--- config.mk ---
export PLATFORM = sky130hd
export DESIGN_NAME = game_fsm
export DESIGN_NICKNAME = d
export VERILOG_FILES = /design/src/rtl/game_fsm.sv
export SDC_FILE = /design/constraint.sdc
export NUM_CORES = 1
export LEC_CHECK = 0
export CAP_MARGIN = 20
export CORE_ASPECT_RATIO = 1.4
export CORE_MARGIN = 8
export CORE_UTILIZATION = 49
export CTS_CLUSTER_DIAMETER = 60
export DETAILED_ROUTE_END_ITERATION = 8
export PLACE_DENSITY_LB_ADDON = 0.05
export REMOVE_ABC_BUFFERS = 1
export SYNTH_ARGS = -nofsm -noshare
export SYNTH_HDL_FRONTEND = slang
export SYNTH_SLANG_ARGS = --single-unit
--- constraint.sdc ---
create_clock -name clk -period 2.22 [get_ports clk]
set_input_delay 0.333 -clock clk [delete_from_list [all_inputs] [get_ports clk]]
set_output_delay 0.333 -clock clk [all_outputs]
set_load 0.01 [all_outputs]
--- src/rtl/game_fsm.sv ---
// Game-flow controller: synchronized/debounced flap button, READY/PLAY/DYING/OVER
// sequencing and high-score tracking across games since reset.
module game_fsm #(
    parameter int DB_MS  = 10,
    parameter int DIE_MS = 1000
) (
    input  logic       clk,
    input  logic       clrn,
    input  logic       tick_ms,
    input  logic       up_button,
    input  logic       is_dead,
    input  logic [7:0] score,
    output logic [1:0] state,
    output logic       flap,
    output logic [7:0] high_score,
    output logic       new_record
);

    localparam int DBW = $clog2(DB_MS) + 1;
    localparam int DW  = $clog2(DIE_MS) + 1;
    localparam logic [DBW-1:0] DB_LAST  = DBW'(DB_MS - 1);
    localparam logic [DBW-1:0] DB_ONE   = DBW'(1);
    localparam logic [DW-1:0]  DIE_LAST = DW'(DIE_MS - 1);
    localparam logic [DW-1:0]  DIE_ONE  = DW'(1);

    typedef enum logic [1:0] {
        ST_READY = 2'b00,
        ST_PLAY  = 2'b01,
        ST_DYING = 2'b10,
        ST_OVER  = 2'b11
    } state_e;

    logic           sync1_q, sync2_q;
    logic           db_q, db_d;
    logic [DBW-1:0] db_cnt_q, db_cnt_d;
    logic           press_s;
    state_e         state_q, state_d;
    logic           flap_q, flap_d;
    logic [DW-1:0]  die_cnt_q, die_cnt_d, die_inc_s;
    logic [7:0]     high_score_q, high_score_d;
    logic           new_record_q, new_record_d;

    assign die_inc_s = die_cnt_q + DIE_ONE;

    // Debounce: the level flips on the DB_MS-th consecutive differing tick; press is the 0->1 flip.
    always_comb begin
        db_d     = db_q;
        db_cnt_d = db_cnt_q;
        press_s  = 1'b0;
        if (tick_ms) begin
            if (sync2_q != db_q) begin
                if (db_cnt_q == DB_LAST) begin
                    db_d     = sync2_q;
                    db_cnt_d = {DBW{1'b0}};
                    press_s  = sync2_q;
                end else begin
                    db_cnt_d = db_cnt_q + DB_ONE;
                end
            end else begin
                db_cnt_d = {DBW{1'b0}};
            end
        end else begin
            db_cnt_d = db_cnt_q;
        end
    end

    // Game state sequencing, flap request and end-of-game record update.
    always_comb begin
        state_d      = state_q;
        flap_d       = 1'b0;
        die_cnt_d    = die_cnt_q;
        high_score_d = high_score_q;
        new_record_d = new_record_q;
        case (state_q)
            ST_READY: begin
                if (press_s) begin
                    state_d      = ST_PLAY;
                    flap_d       = 1'b1;
                    new_record_d = 1'b0;
                end else begin
                    state_d = ST_READY;
                end
            end
            ST_PLAY: begin
                if (is_dead) begin
                    state_d   = ST_DYING;
                    die_cnt_d = {DW{1'b0}};
                end else if (press_s) begin
                    flap_d = 1'b1;
                end else begin
                    flap_d = 1'b0;
                end
            end
            ST_DYING: begin
                if (tick_ms) begin
                    die_cnt_d = die_inc_s;
                    if (die_inc_s >= DIE_LAST) begin
                        state_d = ST_OVER;
                        if (score > high_score_q) begin
                            high_score_d = score;
                            new_record_d = 1'b1;
                        end else begin
                            new_record_d = 1'b0;
                        end
                    end else begin
                        state_d = ST_DYING;
                    end
                end else begin
                    die_cnt_d = die_cnt_q;
                end
            end
            ST_OVER: begin
                if (press_s) begin
                    state_d = ST_READY;
                end else begin
                    state_d = ST_OVER;
                end
            end
            default: begin
                state_d = ST_READY;
            end
        endcase
    end

    // State registers; the first two flops form the button synchronizer.
    always_ff @(posedge clk or negedge clrn) begin
        if (!clrn) begin
            sync1_q      <= 1'b0;
            sync2_q      <= 1'b0;
            db_q         <= 1'b0;
            db_cnt_q     <= {DBW{1'b0}};
            state_q      <= ST_READY;
            flap_q       <= 1'b0;
            die_cnt_q    <= {DW{1'b0}};
            high_score_q <= 8'd0;
            new_record_q <= 1'b0;
        end else begin
            sync1_q      <= up_button;
            sync2_q      <= sync1_q;
            db_q         <= db_d;
            db_cnt_q     <= db_cnt_d;
            state_q      <= state_d;
            flap_q       <= flap_d;
            die_cnt_q    <= die_cnt_d;
            high_score_q <= high_score_d;
            new_record_q <= new_record_d;
        end
    end

    assign state      = state_q;
    assign flap       = flap_q;
    assign high_score = high_score_q;
    assign new_record = new_record_q;

endmodule

==> results.md, run 1 <==
* HPWL after DPL at just under 3 mm
* Fill cell total of the finished layout at 269
* Most used flip-flop cell after synthesis: sky130_fd_sc_hd__dfrtp_1
* Effective utilization at floorplan at 50.1%
* Post-synth EDFFs at 0
* Total Routing Usage GR at 16.1%
* Number of buffers created by CTS at 5
* Die boundary height at slightly below 90 um
* Kind of end point of the critical path: register
* Yosys reg bits at 31
* Final setup fails at 0
* Port bufs at 24
* Boundary Pins at 25
* Wire length of the first global-routing pass at between 7 and 8 mm
* Layout cells sized above 1 at between 20% and 30%
* Vias in the first global route at 1702
* Area added between synthesis and finish at 37.1%
* Number of detailed-routing iterations run before antenna repair at 4
* CTS root buffer: sky130_fd_sc_hd__clkbuf_8
* Post-synthesis cell type count at 43
* Antenna violations before repair at 0
* Die extent in x at between 60 and 70 um
* Final non-filler cell total at 276
* Clock sinks at 31
* DR iter-0 viols at 45
* Maximum number of pins on one net before global-route repair at 32
* LEAKAGE at 1.05 nW
* Worst hold slack after final layout at 352 ps
* Total wire length at 4.37 mm
* Ant. Diodes at 0
* Clock tree skew after final layout at 1.51 ps
* Rows at 26
* Result of the run: finished, final reports clean
* Mean cell area of the mapped netlist at roughly 9.6 um2
* Cells after synthesis at 185
* Final period utilization at a little over nine tenths
* Highest ir drop seen on vdd at 469 uV
* Internal Dissipation at 0.984 mW
* Number of cells after detailed placement at approximately 260
* Critical path type: reg2reg
* Insertion delay to the later sink of the worst-skew pair at 280 ps
* Antenna violation net count after detailed routing at 0
* TritonCTS clock tree: done
* Peak clock frequency supported by timing at approximately 460 MHz
* Core box area at 3550 um2
* Arr. time, crit path at 2330 ps
* Remaining routing DRC violations at 0
* Net switching power of the design at slightly below 0.4 mW
* Final #Nets at ~260
* Number of pins with negative max-slew slack in the final report at 0
* Worst rel slew slack at between 70% and 80%
* Power density relative to cell area at approximately 570 nW/um2
* Highest net fanout along the worst path at 5
* Number of buffers on the longest clock path at 2
* Final global-route overflow total at 0
* Via Count at between 1500 and 2000
* Slew at the pin with the worst max-slew slack at 411 ps
* Post-synthesis sequential area ratio at ~44%
* Mapped cell area at roughly 1800 um2
* Synthesis warning total at 0
* Via-to-Cell Ratio at about 5.8
* Critical path startpoint category: register
* Post-synthesis async set-or-reset flop share at 100%
* Clock transition at path regs at approximately 60 ps
* Switch share at about 29%
* Worst Path Required at 2380 ps
* CTS H-tree lvls at 2
* Share of total power in combinational logic at 23.2%
* Clk pwr share at 30.5%
* Portion of total power attributed to sequential cells at 46.2%
* Max-cap violations at 0
* Wire length per cell at 15.8 um
* Shortest clock period the worst path allows after layout at 2160 ps
* Final estimated routing congestion in global placement at between 0.8 and 0.9
* Die area at 5830 um2
* Min-delay worst type: reg2reg
* Final-report hold violation count at 0
==> kinds of logic (layout without fill, tap and decap cells) <==
family,count (synthesis),in the layout,synth area share [%]
and+or+nand+nor,59,60,18.1
xor gates and xnor gates,4,4,1.97
DFF,31,31,43.7
adders and majority gates,12,12,8.46
AOI/OAI and AO/OA,49,49,17.0
buffers and inverters,20,68,4.51
muxes,10,10,6.27
==> cells in the mapped netlist, types with 2 or more instances <==
library cell                n  area share [%]
sky130_fd_sc_hd__nand4_1    4             1.4
sky130_fd_sc_hd__xor2_1     3             1.5
sky130_fd_sc_hd__nand2_1   16             3.4
sky130_fd_sc_hd__nor2_1    12             2.5
sky130_fd_sc_hd__nor3_1     2            0.56
sky130_fd_sc_hd__mux2_2     9             5.7
sky130_fd_sc_hd__or3_1      2            0.70
sky130_fd_sc_hd__nand3_1    6             1.7
sky130_fd_sc_hd__clkbuf_1   3            0.63
sky130_fd_sc_hd__ha_1      12             8.5
sky130_fd_sc_hd__nor2b_1    4             1.4
sky130_fd_sc_hd__o22ai_1    3             1.1
sky130_fd_sc_hd__o31ai_1    2            0.85
sky130_fd_sc_hd__buf_2      4             1.1
sky130_fd_sc_hd__o221ai_1   2            0.99
sky130_fd_sc_hd__dfrtp_1   31              44
sky130_fd_sc_hd__and4b_1    2             1.1
sky130_fd_sc_hd__a31oi_1    6             2.1
sky130_fd_sc_hd__inv_1     13             2.7
sky130_fd_sc_hd__a21oi_1    7             2.0
sky130_fd_sc_hd__o21ai_0   20             5.6
==> power groups by stage <==
stage          clock network [mW]  logic (mW)  registers, mW
5_1_grt                     0.454       0.359          0.642
3_5_place_dp                    0       0.244          0.635
3_3_place_gp                    0       0.236          0.632
4_1_cts                     0.441       0.268          0.629
6_report                    0.420       0.320          0.637
2_1_floorplan                   0       0.102          0.639
==> worst max-delay path: stages (launching register included) <==
cell and delay [ps]:
sky130_fd_sc_hd__dfrtp_2 450, sky130_fd_sc_hd__ha_4 200, sky130_fd_sc_hd__buf_6 130, sky130_fd_sc_hd__or3_4 330, sky130_fd_sc_hd__nand3_2 90, sky130_fd_sc_hd__a32oi_2 70
sky130_fd_sc_hd__a31oi_4 300, sky130_fd_sc_hd__nor3_4 60, sky130_fd_sc_hd__buf_12 150, sky130_fd_sc_hd__mux2_2 270
==> final cells by class <==
class / instances / area [um2] / area share (%)
clock buffers: 7 / 76.3 / 3.14
clock inverters: 1 / 5.00 / 0.206
inverters: 13 / 48.8 / 2.01
multi-input cells: 135 / 1040 / 42.8
flip-flops and latches: 31 / 778 / 32.0
well taps: 42 / 52.6 / 2.16
repair buffers: 47 / 432 / 17.7
==> metal layers <==
layer  GRT usage, %  wire length, um
met5              0                0
met3           4.51              246
met1           17.1             1730
met4           7.25               78
met2           28.1             2310
==> repair_timing <==
action | in CTS | in global routing
buffers inserted | 2 | 4
pin swaps | 2 | 6
gates resized for setup | 6 | 20
gates cloned | 1 | 0
endpoints found under the setup margin | 9 | 9
hold buffers | 0 | 0
==> cells in the final DEF, fill, tap and decap left out, types with 2 or more instances in the layout <==
cell / count
sky130_fd_sc_hd__nand3_1: 5
sky130_fd_sc_hd__buf_4: 21
sky130_fd_sc_hd__clkdlybuf4s50_1: 23
sky130_fd_sc_hd__nand4_1: 4
sky130_fd_sc_hd__clkbuf_8: 5
sky130_fd_sc_hd__ha_4: 2
sky130_fd_sc_hd__nand2_2: 2
sky130_fd_sc_hd__o21ai_1: 2
sky130_fd_sc_hd__nor2_1: 11
sky130_fd_sc_hd__mux2_4: 2
sky130_fd_sc_hd__o221ai_1: 2
sky130_fd_sc_hd__o31ai_1: 2
sky130_fd_sc_hd__inv_1: 12
sky130_fd_sc_hd__ha_1: 10
sky130_fd_sc_hd__nor2b_1: 4
sky130_fd_sc_hd__nor3_1: 2
sky130_fd_sc_hd__nand2_1: 15
sky130_fd_sc_hd__o22ai_1: 2
sky130_fd_sc_hd__o21ai_0: 18
sky130_fd_sc_hd__dfrtp_1: 29
sky130_fd_sc_hd__clkbuf_1: 2
sky130_fd_sc_hd__a21oi_1: 6
sky130_fd_sc_hd__xor2_1: 3
sky130_fd_sc_hd__a31oi_1: 5
sky130_fd_sc_hd__mux2_2: 7
sky130_fd_sc_hd__and4b_1: 2
sky130_fd_sc_hd__dfrtp_2: 2
sky130_fd_sc_hd__nor3_4: 2
==> per-stage QoR <==
step | utilization (%) | setup TNS (ps) | instance area, um2 | total power, mW | setup slack [ps]
after floorplan | - | -596 | 1740 | 0.740 | -74.6
after global placement | 61.0 | -3600 | 2160 | 0.869 | -414
after detailed placement | 61.0 | -4060 | 2160 | 0.879 | -479
after CTS | 65.5 | -22.9 | 2320 | 1.34 | -9.16
after global routing | 68.6 | -46.5 | 2430 | 1.45 | -18.2
final | 68.6 | 0 | 2430 | 1.38 | 57.4
==> worst paths after layout <==
path / cells after the start / start / slack (ps) / endpoint
min: 0 / sync1_q / 350 / sync2_q
min reg2reg: 0 / sync1_q / 350 / sync2_q
max: 9 / die_cnt_q[1] / 60 / high_score[1]
max reg2reg: 9 / die_cnt_q[1] / 60 / high_score[1]
max in group asynchronous: 2 / clrn / 1450 / die_cnt_q[1]
min in group asynchronous: 2 / clrn / 460 / high_score[2]
==> flip-flops by register name, indices dropped and copies added, names as in the netlist <==
name	flops
flap	1
sync1_q	1
db_q	1
new_record	1
db_cnt_q	5
die_cnt_q	11
high_score	8
state	2
sync2_q	1
(Power assumes the default switching activity.)
==> inputs of run 2 (changes only) <==
--- a/config.mk
+++ b/config.mk
@@ -6,7 +6,7 @@
 export NUM_CORES = 1
 export LEC_CHECK = 0
 export CAP_MARGIN = 20
-export CORE_ASPECT_RATIO = 1.4
+export CORE_ASPECT_RATIO = 0.5
 export CORE_MARGIN = 8
 export CORE_UTILIZATION = 49
 export CTS_CLUSTER_DIAMETER = 60
==> results.md, run 2 (synthesized netlist as in run 1, its figures left out) <==
* Result of the run: finished, final reports clean
* Clock transition at path regs at 70 ps (about the same)
* CTS H-tree lvls at 2 (unchanged)
* Number of pins with negative max-slew slack in the final report at 0 (unchanged)
* Most common cell after layout, fill and taps aside: sky130_fd_sc_hd__dfrtp_1
* Core box area at 3450 um2 (-2.6%)
* Final setup fails at 0 (unchanged)
* Number of flip-flops under the largest register name at 11 (unchanged)
* Area added between synthesis and finish at 31.9%
* TritonCTS clock tree: done
* Remaining routing DRC violations at 0 (unchanged)
* DR iter-0 viols at 34 (-24%)
* Die area at 5920 um2 (+1.5%)
* Number of buffers on the longest clock path at 2 (unchanged)
* Port bufs at 24 (unchanged)
* Ant. Diodes at 0 (unchanged)
* Critical path startpoint category: register
* Worst Hold Launch: sync1_q
* Layout cells sized above 1 at 19.8% (-5.4 points)
* Power density relative to cell area at 585 nW/um2 (+3.5%)
* Boundary Pins at 25 (unchanged)
* Total Routing Usage GR at 14.2% (-1.8 points)
* Final period utilization at 97.9% (+0.48 points)
* Post-layout total power at 1.37 mW (-0.40%)
* HPWL after DPL at 2.88 mm (-3.4%)
* Clock tree skew after final layout at 4.06 ps (+2.56 ps)
* Min-delay worst type: reg2reg
* Final global-route overflow total at 0 (unchanged)
* Final estimated routing congestion in global placement at 0.857 (-1.4%)
* Worst Path Required at 2390 ps (about the same)
* Effective utilization at floorplan at 51.4% (+1.3 points)
* Dpl cell area at 2160 um2 (-0.17%)
* Final non-filler cell total at 278 (+0.72%)
* Antenna violation net count after detailed routing at 0 (unchanged)
* Via-to-Cell Ratio at 5.53 (-4.5%)
* Endpoint of the most critical register-to-register path: high_score[0]
* Wire length of the first global-routing pass at 6.73 mm (-9.1%)
* Commonest non-fill, non-tap cells in the layout: sky130_fd_sc_hd__dfrtp_1 (31), sky130_fd_sc_hd__clkdlybuf4s50_1 (24), sky130_fd_sc_hd__o21ai_0 (20)
* Worst hold slack after final layout at 353 ps (+0.855 ps)
* Hold endpoint: sync2_q
* Die extent in x at 101 um (+51%)
* Shortest clock period the worst path allows after layout at 2170 ps (+10.6 ps)
* R2R Path Start: die_cnt_q[0]
* Max-cap violations at 0 (unchanged)
* Rows at 15 (-42%)
* Die boundary height at 58.6 um (-33%)
* Kind of end point of the critical path: register
* Highest net fanout along the worst path at 5 (unchanged)
* Min setup slack post-route at 46.9 ps (-10.6 ps)
* Number of cells after detailed placement at 268 (+2.7%)
* Final #Nets at 251 (-2.7%)
* Number of cells on the worst hold path at 0 (unchanged)
* Slew at the pin with the worst max-slew slack at 615 ps (+204 ps)
* Wire length per cell at 15.3 um (-3.1%)
* CTS root buffer: sky130_fd_sc_hd__clkbuf_8
* Number of detailed-routing iterations run before antenna repair at 4 (unchanged)
* Minimum setup slack among reg-to-reg paths at 50 ps (about the same)
* Register with the highest flop count: die_cnt_q
* Peak clock frequency supported by timing at 460 MHz (-0.49%)
* Worst rel slew slack at 58.6% (-14 points)
* Arr. time, crit path at 2340 ps (about the same)
* Via Count at 1538 (-3.8%)
* Antenna violations before repair at 0 (unchanged)
* Total wire length at 4.26 mm (-2.4%)
* Vias in the first global route at 1480 (-13%)
* Final cell area excluding filler cells at 2340 um2 (-3.8%)
* Highest ir drop seen on vdd at 333 uV (-29%)
* Insertion delay to the later sink of the worst-skew pair at 290 ps (about the same)
* Maximum number of pins on one net before global-route repair at 32 (unchanged)
* Number of buffers created by CTS at 5 (unchanged)
* Worst slack at placement at -447 ps (+32.3 ps)
* Clock sinks at 31 (unchanged)
* Critical path type: reg2reg
* LEAKAGE at 1.01 nW (-3.5%)
* Reg2reg path depth at 7 (-2)
* Final-report hold violation count at 0 (unchanged)
run 2: critical path, cell delays in order, from the launching register on:
cell and delay, ps:
sky130_fd_sc_hd__dfrtp_1 400, sky130_fd_sc_hd__ha_2 230, sky130_fd_sc_hd__a21oi_1 200, sky130_fd_sc_hd__nor2_1 60, sky130_fd_sc_hd__o22ai_1 280, sky130_fd_sc_hd__a31oi_4 190
sky130_fd_sc_hd__nor3_4 300, sky130_fd_sc_hd__mux2_2 390
run 2: where the power goes:
| group | switching, mW | internal [mW] | leakage, nW |
|---|---|---|---|
| Combinational | 0.131 | 0.110 | 0.535 |
| Sequential | 0.0273 | 0.593 | 0.424 |
| Clock | 0.228 | 0.282 | 0.0505 |
run 2: worst max path at each step:
stage / start / endpoint / slack (ps) / depth (start not counted)
floorplan: die_cnt_q[0] / high_score[0] / -70 / 7
global placement: score[1] / high_score[6] / -370 / 8
detailed placement: score[1] / high_score[3] / -450 / 8
CTS: score[1] / high_score[3] / 0.2 / 8
global route: die_cnt_q[0] / high_score[3] / -40 / 7
finish: die_cnt_q[0] / high_score[0] / 50 / 7
run 2: stage by stage:
stage | utilization, % | TNS [ps]
finish | 67.8 | 0
global route | 67.8 | -246
CTS | 66.7 | 0
detailed placement | 62.6 | -3790
global placement | 62.6 | -3230
floorplan | - | -596
run 2: layer usage:
layer,GRT usage (%),share of wire [%],up-vias
met5,0,0,-
met3,4.47,4.3,3
met1,17.5,48,751
li1,-,-,759
met2,22.8,46,25
met4,5.45,0.75,0
run 2: repair_timing:
item,in CTS,in global routing
pin swaps,2,4
resized for setup,6,4
endpoints found under the hold margin,0,0
hold buffers,0,0
setup endpoints to repair,9,9
setup buffers,0,1
gates cloned,1,0
run 2: layout make-up:
| cell class | instances | area, um2 |
|---|---|---|
| fill | 300 | 1110 |
| multi-input combinational | 135 | 990 |
| sequential | 31 | 776 |
| timing repair buffer | 40 | 360 |
| clock buffer | 7 | 96.3 |
| tap | 51 | 63.8 |
| inverter | 13 | 48.8 |
| clock inverter | 1 | 7.51 |
